File: src/rtl/loader_pkg.sv
// Shared definitions for the instruction loader: FSM states and word geometry.
// Latency: n/a (types and constants only).
// Backpressure: n/a.
package loader_pkg;

  typedef enum logic [2:0] {
    S_IDLE,
    S_LOAD,
    S_CHECK,
    S_DONE,
    S_ERROR
  } state_t;

  localparam int BYTES_PER_WORD = 4;
  // Word index to byte address: the fetch side addresses memory in bytes.
  localparam int ADDR_SHIFT     = 2;

endpackage

File: src/rtl/byte_assembler.sv
// Packs a big-endian byte stream into 32-bit words (first byte lands in [31:24]).
// Latency: word/word_valid are combinational on the cycle the last byte is taken.
// Backpressure: none; consumes a byte whenever take is high.
// Ports: clk, rst_n (sync, active-low), clear (drop partial word), take (byte
//        handshake), in_byte; word (assembled word), word_valid (4th-byte pulse).
module byte_assembler
  import loader_pkg::*;
(
  input  logic        clk,
  input  logic        rst_n,
  input  logic        clear,
  input  logic        take,
  input  logic [7:0]  in_byte,
  output logic [31:0] word,
  output logic        word_valid
);

  localparam logic [1:0] LAST_BYTE = 2'(BYTES_PER_WORD - 1);

  // Only the first three bytes need storing; the fourth is used straight
  // from the input so the word is available on the accepting edge.
  logic [23:0] sr;
  logic [1:0]  cnt;

  always_ff @(posedge clk) begin
    if (!rst_n || clear) begin
      sr  <= '0;
      cnt <= '0;
    end else if (take) begin
      sr  <= {sr[15:0], in_byte};
      cnt <= cnt + 2'd1;
    end
  end

  assign word       = {sr, in_byte};
  assign word_valid = take && (cnt == LAST_BYTE);

endmodule

File: src/rtl/instruction_loader.sv
// Loads a program byte stream into instruction memory, then checks an XOR checksum.
// Latency: write strobe one cycle after a word's 4th byte; done/error one cycle after checksum.
// Backpressure: none inside a load; in_ready is high for the whole of LOAD and CHECK.
// Ports: clk, rst_n (sync, active-low), start, word_count, in_valid/in_byte/in_ready
//        (byte stream), mem_we/mem_addr/mem_wdata (memory write port),
//        busy, done, error, cpu_hold (status).
module instruction_loader
  import loader_pkg::*;
#(
  parameter int DEPTH  = 32,
  parameter int ADDR_W = $clog2(DEPTH)
) (
  input  logic              clk,
  input  logic              rst_n,
  input  logic              start,
  input  logic [ADDR_W:0]   word_count,
  input  logic              in_valid,
  input  logic [7:0]        in_byte,
  output logic              in_ready,
  output logic              mem_we,
  output logic [31:0]       mem_addr,
  output logic [31:0]       mem_wdata,
  output logic              busy,
  output logic              done,
  output logic              error,
  output logic              cpu_hold
);

  localparam logic [ADDR_W:0] DEPTH_W = (ADDR_W + 1)'(DEPTH);
  localparam logic [ADDR_W:0] IDX_ONE = (ADDR_W + 1)'(1);

  state_t            state;
  // One bit wider than the address so a full-depth load counts up to DEPTH.
  logic [ADDR_W:0]   idx;
  logic [ADDR_W:0]   wc_q;
  logic [31:0]       acc;

  logic              take;
  logic              start_ok;
  logic [31:0]       word;
  logic              word_valid;
  logic [ADDR_W:0]   idx_next;

  assign take     = in_valid && in_ready;
  assign start_ok = start && (state inside {S_IDLE, S_DONE, S_ERROR});
  assign idx_next = idx + IDX_ONE;

  byte_assembler u_asm (
    .clk        (clk),
    .rst_n      (rst_n),
    .clear      (start_ok),
    .take       (take),
    .in_byte    (in_byte),
    .word       (word),
    .word_valid (word_valid)
  );

  always_ff @(posedge clk) begin
    if (!rst_n) begin
      state     <= S_IDLE;
      idx       <= '0;
      wc_q      <= '0;
      acc       <= '0;
      in_ready  <= 1'b0;
      mem_we    <= 1'b0;
      mem_addr  <= '0;
      mem_wdata <= '0;
      busy      <= 1'b0;
      done      <= 1'b0;
      error     <= 1'b0;
      cpu_hold  <= 1'b0;
    end else begin
      mem_we <= 1'b0;
      case (state)
        S_IDLE, S_DONE, S_ERROR: begin
          if (start) begin
            done     <= 1'b0;
            error    <= 1'b0;
            cpu_hold <= 1'b1;
            idx      <= '0;
            acc      <= '0;
            wc_q     <= word_count;
            if (word_count > DEPTH_W) begin
              state <= S_ERROR;
              error <= 1'b1;
            end else begin
              // An empty program goes straight to the checksum, which must be 0.
              state    <= (word_count == '0) ? S_CHECK : S_LOAD;
              busy     <= 1'b1;
              in_ready <= 1'b1;
            end
          end
        end
        S_LOAD: begin
          if (word_valid) begin
            mem_we    <= 1'b1;
            mem_addr  <= 32'(idx[ADDR_W-1:0]) << ADDR_SHIFT;
            mem_wdata <= word;
            acc       <= acc ^ word;
            idx       <= idx_next;
            if (idx_next == wc_q) state <= S_CHECK;
          end
        end
        S_CHECK: begin
          if (word_valid) begin
            busy     <= 1'b0;
            in_ready <= 1'b0;
            if (word == acc) begin
              state    <= S_DONE;
              done     <= 1'b1;
              cpu_hold <= 1'b0;
            end else begin
              state <= S_ERROR;
              error <= 1'b1;
            end
          end
        end
        default: state <= S_IDLE;
      endcase
    end
  end

endmodule

File: config.mk
export PLATFORM = sky130hd
export DESIGN_NAME = instruction_loader
export DESIGN_NICKNAME = d
export VERILOG_FILES = /design/src/rtl/loader_pkg.sv /design/src/rtl/byte_assembler.sv /design/src/rtl/instruction_loader.sv
export SDC_FILE = /design/constraint.sdc
export NUM_CORES = 1
export LEC_CHECK = 0
export CAP_MARGIN = 20
export CORE_ASPECT_RATIO = 1.2
export CORE_MARGIN = 2
export CORE_UTILIZATION = 50
export DETAILED_ROUTE_END_ITERATION = 6
export PLACE_DENSITY_LB_ADDON = 0.1
export SLEW_MARGIN = 20
export SYNTH_ARGS = -nofsm -noshare
export SYNTH_HDL_FRONTEND = slang
export SYNTH_SLANG_ARGS = --single-unit
export TNS_END_PERCENT = 10
File: constraint.sdc
create_clock -name clk -period 2.05 [get_ports clk]
set_input_delay 0.205 -clock clk [delete_from_list [all_inputs] [get_ports clk]]
set_output_delay 0.205 -clock clk [all_outputs]
set_load 0.01 [all_outputs]
* Yosys cells after proc, flatten, opt, wreduce, memory -nomap -nowiden
Index checks and enable logic that the tools add are counted.
** Word-level totals
- Register bits :: 115
- Bits of input ports :: 18
- Logic and storage cells :: 82
** Cells by class
- Order comparisons :: 1
- Reductions and logical operators :: 19
- Mux-type cells :: 32
- Add/subtract/negate cells :: 2
- Equal/unequal tests :: 14
- Bitwise gates (word level) :: 1
** Operators by type and width (count)
- two-way mux 32 bit :: 2
- case mux 32 bit (2 select lines) :: 1
- == test 32 bit :: 1
- bitwise XOR 32 bit :: 1
- two-way mux 3 bit :: 6
- AND reduction 4 bit :: 4
- two-way mux 1 bit :: 14
- two-way mux 6 bit :: 2
- case mux 6 bit (2 select lines) :: 1
- inequality test 2 bit (second input constant) :: 5
- case mux 3 bit (3 select lines) :: 1
- case mux 1 bit (2 select lines) :: 4
- adder 6 x 1 -> 6 bit (second input constant) :: 1
- == test 3 x 2 -> 1 bit (second input constant) :: 2
- == test 6 bit :: 1
- greater-than comparator 6 bit (second input constant) :: 1
- logical NOT 6 bit :: 1
- AND reduction 2 bit :: 3
- inequality test 2 x 1 -> 1 bit (second input constant) :: 2
- nonzero test 2 bit :: 2
- == test 3 x 1 -> 1 bit (second input constant) :: 1
- == test 3 bit (second input constant) :: 1
- logical AND 1 bit :: 3
- logical NOT 3 bit :: 1
- other kinds (8) :: 8

* Logic depth before layout (Yosys ltp)
Gate-level depths: netlist of the first run.
- Depth in word-level cells :: 5
- Gate-level depth with buffers :: 8

* Cells and area by module
Synthesis of the first run repeated with hierarchy kept, for this count alone.
** Unflattened totals
- Cell total of the unflattened synthesis :: 647
- Area total of the unflattened synthesis :: 5287.6 um^2
** By module, submodules not included
- instruction_loader :: times used 1, cells an instance 552, area an instance 4240.3 um^2
- byte_assembler :: times used 1, cells an instance 95, area an instance 1047.3 um^2

* Worst setup path before layout of the first run
OpenSTA, ideal clock, no wires.
- Path kind :: reg-to-reg
- From :: register u_asm.cnt[0]
- To :: register state[1]
- Period minus slack after synthesis :: 1.765 ns
- Data arrival time :: 1.647 ns
- Cell stages (with the launch flop) :: 7
- Data required time :: 1.931 ns
- Setup time :: 0.119 ns
- Slack :: 0.285 ns
- Path through :: dfxtp_1 > ha_1 > nand3_2 > o21ai_0 > o211ai_1 > or3_1 > o221a_2
** On the way
- Word-level cells in the longest chain between the ends :: 4
** RTL lines
- start, declared :: RTL line byte_assembler.sv:23 : logic [1:0] cnt;
- start signal, assigned :: RTL line byte_assembler.sv:31 : cnt <= cnt + 2'd1;
- == test 2 bit * :: RTL line byte_assembler.sv:36 : assign word_valid = take && (cnt == LAST_BYTE);
- logical AND 1 bit * :: RTL line byte_assembler.sv:36
- inequality test 2 x 1 -> 1 bit (no source line)
- AND reduction 4 bit (no source line) *
- end signal, assigned :: RTL line instruction_loader.sv:88 : state <= (word_count == '0) ? S_CHECK : S_LOAD;
- end, declared :: RTL line instruction_loader.sv:32 : state_t state;
Mark *: on every way between the ends. The rest lies on a longest branch, timed or not.
A chain may end at the register's enable or synchronous reset.

* Final worst setup path of the first run
- From :: register u_asm.sr[7]
- To :: register state[2]
** On the way
- Word-level cells in the longest chain between the ends :: 4
** RTL lines
- start, declared :: RTL line byte_assembler.sv:22 : logic [23:0] sr;
- start signal, assigned :: RTL line byte_assembler.sv:30 : sr <= {sr[15:0], in_byte};
- == test 32 bit :: RTL line instruction_loader.sv:108 : if (word == acc) begin
- two-way mux 3 bit :: RTL line instruction_loader.sv:108
- two-way mux 3 bit :: RTL line instruction_loader.sv:105 : if (word_valid) begin
- case mux 3 bit (3 select lines) :: RTL line instruction_loader.sv:74 : case (state)
No other way between the ends. The select of a mux whose other input is x is not followed.

==> results by group, run 1 <==
Placement
  • Port Buf Inserts: 60
  • Post-DP HPWL: 8.73 mm
  • Final RePlAce weighted congestion: 0.869
  • Placed cell count: 801

Yosys
  • Distinct cells, synth: 49
  • Post-synth top area share: 0.432
  • Synth Instances: 618
  • Netlist Area Pre-Place: 5330 um^2
  • Syn avg cell area: 8.62 um^2
  • Area leader, netlist: dfxtp_1
  • Register area share after synthesis: 0.432
  • Synth area leaders: dfxtp_1, nand2_1, a21boi_0
  • Yosys reg bits: 115
  • Yosys warns: 0

Worst hold path
  • Hold Path Class: input pin to flop

Clock tree
  • Clk slew on worst S/H paths: 0.05 ns
  • Post-CTS Setup Inserts: 0
  • CTS resizes: 0
  • Worst skew pair latency: 0.41 ns
  • CTS tree: yes
  • Clk root buf: clkbuf_16
  • Hold Buf Count CTS: 0
  • Longest Clk Path Bufs: 2
  • Clock buffers created by TritonCTS: 17
  • Number of H-tree levels: 4
  • # clock sinks: 115

GRT
  • Vias in the first global route: 4171
  • Initial antenna violation count: 0
  • Total GRT Usage: 0.224
  • First-pass GRT wire length: 20.1 mm
  • Largest net degree at the start of global routing: 67
  • Gr ovfl total: 0

Finish
  • Core Util, Final: 0.638
  • Layout overhead on the synthesized area: 25.3%
  • Layout cells sized above 1: 0.0982
  • Seq. cell area: 2300 um^2
  • # diodes: 0
  • Final cell count without fillers: 832
  • Fillers: 933
  • Area taken by multi-input logic gates: 2730 um^2
  • NumNets Final: 711

Worst setup path
  • Worst-path cell chain: xor2_1 -> nor4_1 -> nand4_1 -> buf_4 -> o31ai_1 -> o22ai_1
  • Critical path's slowest cell: nor4_1
  • R2R Setup Slk: 0.13 ns
  • Crit path required time: 2.33 ns
  • Critical path type: flop to flop
  • Stages on worst setup path: 6
  • Reg-to-Reg Start: u_asm.sr[7]
  • Worst reg-to-reg path cell count: 6
  • Critical path's top delay family: simple AND/OR/NAND/NOR gates
  • Startpoint types: flop
  • Crit path to: state[2]
  • WP buf/inv: 1
  • Peak per-stage delay on the critical path: 0.43 ns
  • Worst Path Arrival: 2.20 ns
  • Max Fanout on Critical Path: 5
  • R2r endpoint: state[2]
  • Critical Path Start: u_asm.sr[7]
  • Worst setup EP type: flop

Pwr
  • Worst vdd ir: 558 uV
  • Leak Pwr: 2.82 nW
  • Net Sw Power: 1.63 mW
  • Reg power frac: 0.383
  • Clock share of power: 0.467
  • Power share of the combinational group: 0.150
  • Internal Pwr Total: 4.61 mW
  • Total power: 6.24 mW
  • Sw frac: 0.261
  • PD cells: 934 nW/um^2

Floorplan
  • Core area: 10500 um^2
  • Die area: 11500 um^2
  • Rows: 41
  • Initial core utilization: 0.509
  • Die Y: 117 um
  • Ports: 88
  • Die span in x: 98.3 um

STA
  • Hold WS: 0.245 ns
  • Fin. max-slew vios: 0
  • Fin. Hold Viols: 0
  • Clock Skew: 0.00692 ns
  • Peak Freq: 522 MHz
  • Setup TNS: 0 ns
  • RSZ-0062 raised after global routing: false
  • Final setup vio count: 0
  • Fin crit share: 0.934
  • Crit path time final: 1.92 ns

Route
  • Drt drc: 0
  • Via/cell ratio: 5.29
  • WL/cell: 15.2 um
  • Detailed Route WL: 12.6 mm
  • Initial DRC Count: 197
  • Via Count: 4405
  • Post-route ant nets: 0
  • Pre-Repair DR Iteration Count: 5

Status
  • Outcome: finished, final reports clean

Run
  • Max_cap viols: 0
final cells by class:
cell class / count / area share
Clock buffer: 20 / 0.0669
Clock inverter: 11 / 0.0204
Inverter: 3 / 0.00169
Multi-Input combinational cell: 462 / 0.409
Sequential cell: 115 / 0.345
Tap cell: 129 / 0.0242
Timing Repair Buffer: 92 / 0.133
logic make-up after synthesis:
| logic type | Yosys count | synth area share |
|---|---|---|
| flip-flops | 115 | 0.432 |
| other | 1 | 0.000704 |
| buffers and inverters | 67 | 0.0746 |
| adder cells (fa/ha/maj) | 2 | 0.00469 |
| XOR/XNOR | 41 | 0.0728 |
| AO/OA/AOI/OAI | 132 | 0.167 |
| AND/OR/NAND/NOR | 253 | 0.235 |
| multiplexers | 7 | 0.0131 |
metrics by stage:
stage	cell area [um^2]	setup slack, ns
after floorplan	5430	0.285
after global placement	6090	-0.0158
after detailed placement	6090	-0.107
after CTS	6680	0.148
after global routing	6680	0.0225
final	6680	0.134
state kept, by name, summed over array words and instances (netlist names), 2 cells and up:
signal and cells:
state 3, u_asm.cnt 2, idx 6, wc_q 6
mem_wdata 32, u_asm.sr 24, acc 32, mem_addr 5
power by group through the flow:
stage	clock network, mW	logic (mW)	registers, mW
after floorplan	0	0.680	2.40
after global placement	0	0.919	2.43
after detailed placement	0	0.923	2.43
after CTS	2.96	0.932	2.38
after global routing	3.05	1.01	2.40
final	2.91	0.938	2.39
synthesized netlist by cell type, drive strengths merged:
master and count:
nand2 132, dfxtp 115, a21boi 45, buf 45, xor2 35, nand2b 32, a21oi 31, and3 30
o211ai 29, clkbuf 19, nor2 12, o21ai 11, nor2b 9, nor4 8, mux2i 7, nand3 6
or3 6, xnor2 4, a31oi 3, and2 3, inv 3, nor3 3, nor3b 3, o21a 3
or2 3, a22oi 2, ha 2, nand4 2, o31ai 2, or4 2, a21o 1, a32o 1
a32oi 1, conb 1, nand3b 1, o2111ai 1, o221a 1, o22ai 1, or3b 1, xnor3 1
xor3 1
layer usage:
layer	global-route usage	wire, um
met1	0.253	5160
met2	0.403	6600
met3	0.0487	411
met4	0.115	476
met5	0	0
worst min path at each step:
stage | startpoint | to | cells past startpoint
floorplan | in_byte[0] | u_asm.sr[0] | 2
finish | rst_n | error | 3
detailed placement | error | error | 2
global placement | error | error | 2
global route | rst_n | error | 3
CTS | rst_n | error | 3
cell usage in the layout, fill, tap and decap left out, types with 4 or more instances in the layout:
master | netlist | routed
buf_12 | 0 | 4
nand2b_1 | 32 | 32
clkdlybuf4s50_1 | 0 | 59
and3_1 | 30 | 30
nand3_1 | 5 | 4
dfxtp_1 | 115 | 115
o211ai_1 | 29 | 29
a21boi_0 | 41 | 41
nor2b_1 | 9 | 9
xor2_1 | 35 | 35
a21oi_1 | 31 | 31
a21boi_1 | 4 | 4
buf_4 | 31 | 28
nand2_1 | 131 | 131
nor2_1 | 11 | 11
conb_1 | 1 | 27
clkinv_2 | 0 | 6
or3_1 | 6 | 6
xnor2_1 | 4 | 4
nor4_1 | 8 | 8
clkbuf_16 | 0 | 17
mux2i_1 | 7 | 7
o21ai_0 | 11 | 11
worst register-to-register path, cell delays in order, from the launching register on:
cell     delay, ns
dfxtp_1       0.41
xor2_1        0.13
nor4_1        0.43
nand4_1       0.18
buf_4         0.19
o31ai_1       0.31
o22ai_1       0.14
Note: power is estimated with default switching activity, not from simulation.
==> run 2, diff against run 1 <==
--- a/config.mk
+++ b/config.mk
@@ -11,6 +11,7 @@
 export CORE_UTILIZATION = 50
 export DETAILED_ROUTE_END_ITERATION = 6
 export PLACE_DENSITY_LB_ADDON = 0.1
+export RECOVER_POWER = 50
 export SLEW_MARGIN = 20
 export SYNTH_ARGS = -nofsm -noshare
 export SYNTH_HDL_FRONTEND = slang
==> run 2 against run 1 <==
Compared with the run above:
- fmax down 2.1%
- clock power about the same
- critical endpoint unchanged
- sequential share of layout area up 0.071 points
==> results by group, run 2 (synthesis gave the netlist of run 1 again) <==
Worst setup path
  • Critical path type: flop to flop
  • Worst Path Arrival: 2.24 ns (+0.04 ns)
  • Worst setup EP type: flop
  • Crit path required time: 2.33 ns (about the same)
  • Max Fanout on Critical Path: 5 (unchanged)
  • Startpoint types: flop

Floorplan
  • Initial core utilization: 0.509 (unchanged)
  • Rows: 41 (unchanged)
  • Ports: 88 (unchanged)
  • Die area: 11500 um^2 (unchanged)
  • Die Y: 117 um (unchanged)
  • Die span in x: 98.3 um (unchanged)
  • Core area: 10500 um^2 (unchanged)

STA
  • Clock Skew: 0.00614 ns (-0.000784 ns)
  • Final worst slack: 0.0927 ns (-0.0418 ns)
  • RSZ-0062 raised after global routing: false
  • Final setup vio count: 0 (unchanged)
  • Slew headroom: 0.668
  • Crit path time final: 1.96 ns (+0.0418 ns)
  • Slew at the pin closest to its max-slew limit: 0.494 ns
  • Fin. Hold Viols: 0 (unchanged)
  • Fin. max-slew vios: 0 (unchanged)
  • Peak Freq: 511 MHz (-2.1%)
  • Fin crit share: 0.955 (+0.0204)

Finish
  • Fillers: 938 (+0.54%)
  • NumNets Final: 711 (unchanged)
  • Layout cells sized above 1: 0.0953 (-0.00284)
  • Core Util, Final: 0.637 (-0.00131)
  • # diodes: 0 (unchanged)
  • Commonest non-fill, non-tap cell in the layout: nand2_1
  • Top flop regs: acc: 32 flops, mem_wdata: 32 flops, u_asm.sr: 24 flops
  • Most frequent cells in the layout: nand2_1, dfxtp_1, dlygate4sd3_1
  • Layout overhead on the synthesized area: 25.0%

Worst hold path
  • Hold Path Class: input pin to flop

Clock tree
  • Post-CTS Setup Inserts: 0 (unchanged)
  • Longest Clk Path Bufs: 2 (unchanged)
  • Worst skew pair latency: 0.41 ns (about the same)
  • Number of H-tree levels: 4 (unchanged)
  • Hold Buf Count CTS: 0 (unchanged)
  • CTS tree: yes
  • CTS resizes: 0 (unchanged)
  • Clk root buf: clkbuf_16
  • Clock buffers created by TritonCTS: 17 (unchanged)
  • # clock sinks: 115 (unchanged)
  • Clk slew on worst S/H paths: 0.05 ns (about the same)

Pwr
  • Total power: 6.20 mW (-0.49%)
  • Worst vdd ir: 557 uV (-0.21%)
  • PD cells: 931 nW/um^2 (-0.29%)
  • Leak Pwr: 2.96 nW (+5.1%)

Status
  • Outcome: finished, final reports clean

Route
  • Detailed Route WL: 12.6 mm (-0.53%)
  • Initial DRC Count: 226 (+15%)
  • Drt drc: 0 (unchanged)
  • Via Count: 4411 (+0.14%)
  • Via/cell ratio: 5.30 (+0.14%)
  • WL/cell: 15.1 um (-0.53%)
  • Post-route ant nets: 0 (unchanged)
  • Pre-Repair DR Iteration Count: 5 (unchanged)

GRT
  • Vias in the first global route: 4171 (unchanged)
  • Largest net degree at the start of global routing: 67 (unchanged)
  • Initial antenna violation count: 0 (unchanged)
  • Total GRT Usage: 0.224 (unchanged)
  • First-pass GRT wire length: 20.1 mm (unchanged)
  • Gr ovfl total: 0 (unchanged)

Placement
  • Post-DP HPWL: 8.73 mm (unchanged)
  • Port Buf Inserts: 60 (unchanged)
  • Final RePlAce weighted congestion: 0.869 (unchanged)
  • Worst slack at placement: -0.107 ns (unchanged)

Run
  • Max_cap viols: 0 (unchanged)
## run 2: cell type report
| type | instances | area, um^2 | area share |
|---|---|---|---|
| Timing Repair Buffer | 92 | 877 | 0.132 |
| Clock buffer | 20 | 447 | 0.0670 |
| Clock inverter | 11 | 136 | 0.0205 |
| Inverter | 3 | 11.3 | 0.00169 |
| Sequential cell | 115 | 2300 | 0.346 |
| Tap cell | 129 | 161 | 0.0242 |
| Multi-Input combinational cell | 462 | 2730 | 0.409 |
## run 2: routing by layer
metal,vias to the layer above,part of all wire,GRT usage
met4,0,0.037,0.115
met2,83,0.52,0.403
met3,32,0.033,0.0487
li1,2200,-,-
met1,2096,0.41,0.253
met5,-,0,0
## run 2: through the flow
stage	TNS, ns	instance area [um^2]	cells	hold slack, ns
after global placement	-0.0158	6090	801	0.436
after CTS	0	6680	832	0.241
after global routing	0	6660	832	0.268
final	0	6660	832	0.245
after detailed placement	-0.277	6090	801	0.448
after floorplan	0	5430	644	0.341
## run 2: power by group
part           switching, mW  internal, mW  leakage (nW)  total (mW)
logic                  0.553         0.359          1.75       0.911
registers             0.0772          2.31         0.928        2.39
clock network          0.988          1.92         0.289        2.91
total                   1.62          4.59          2.96        6.20
## run 2: worst paths after layout
kind / from / end / slack [ns] / depth (start not counted)
setup / recovery: u_asm.sr[7] / state[2] / 0.09 / 6
hold / removal: rst_n / error / 0.25 / 3
setup reg to reg: u_asm.sr[7] / state[2] / 0.09 / 6
hold reg to reg: error / error / 0.44 / 2
## run 2: worst max-delay path: stages (launching register included)
cell and delay [ns]:
dfxtp_1 0.41, xor2_1 0.13, nor4_1 0.48, nand4_1 0.19, buf_4 0.19, o31ai_1 0.30
o22ai_1 0.14
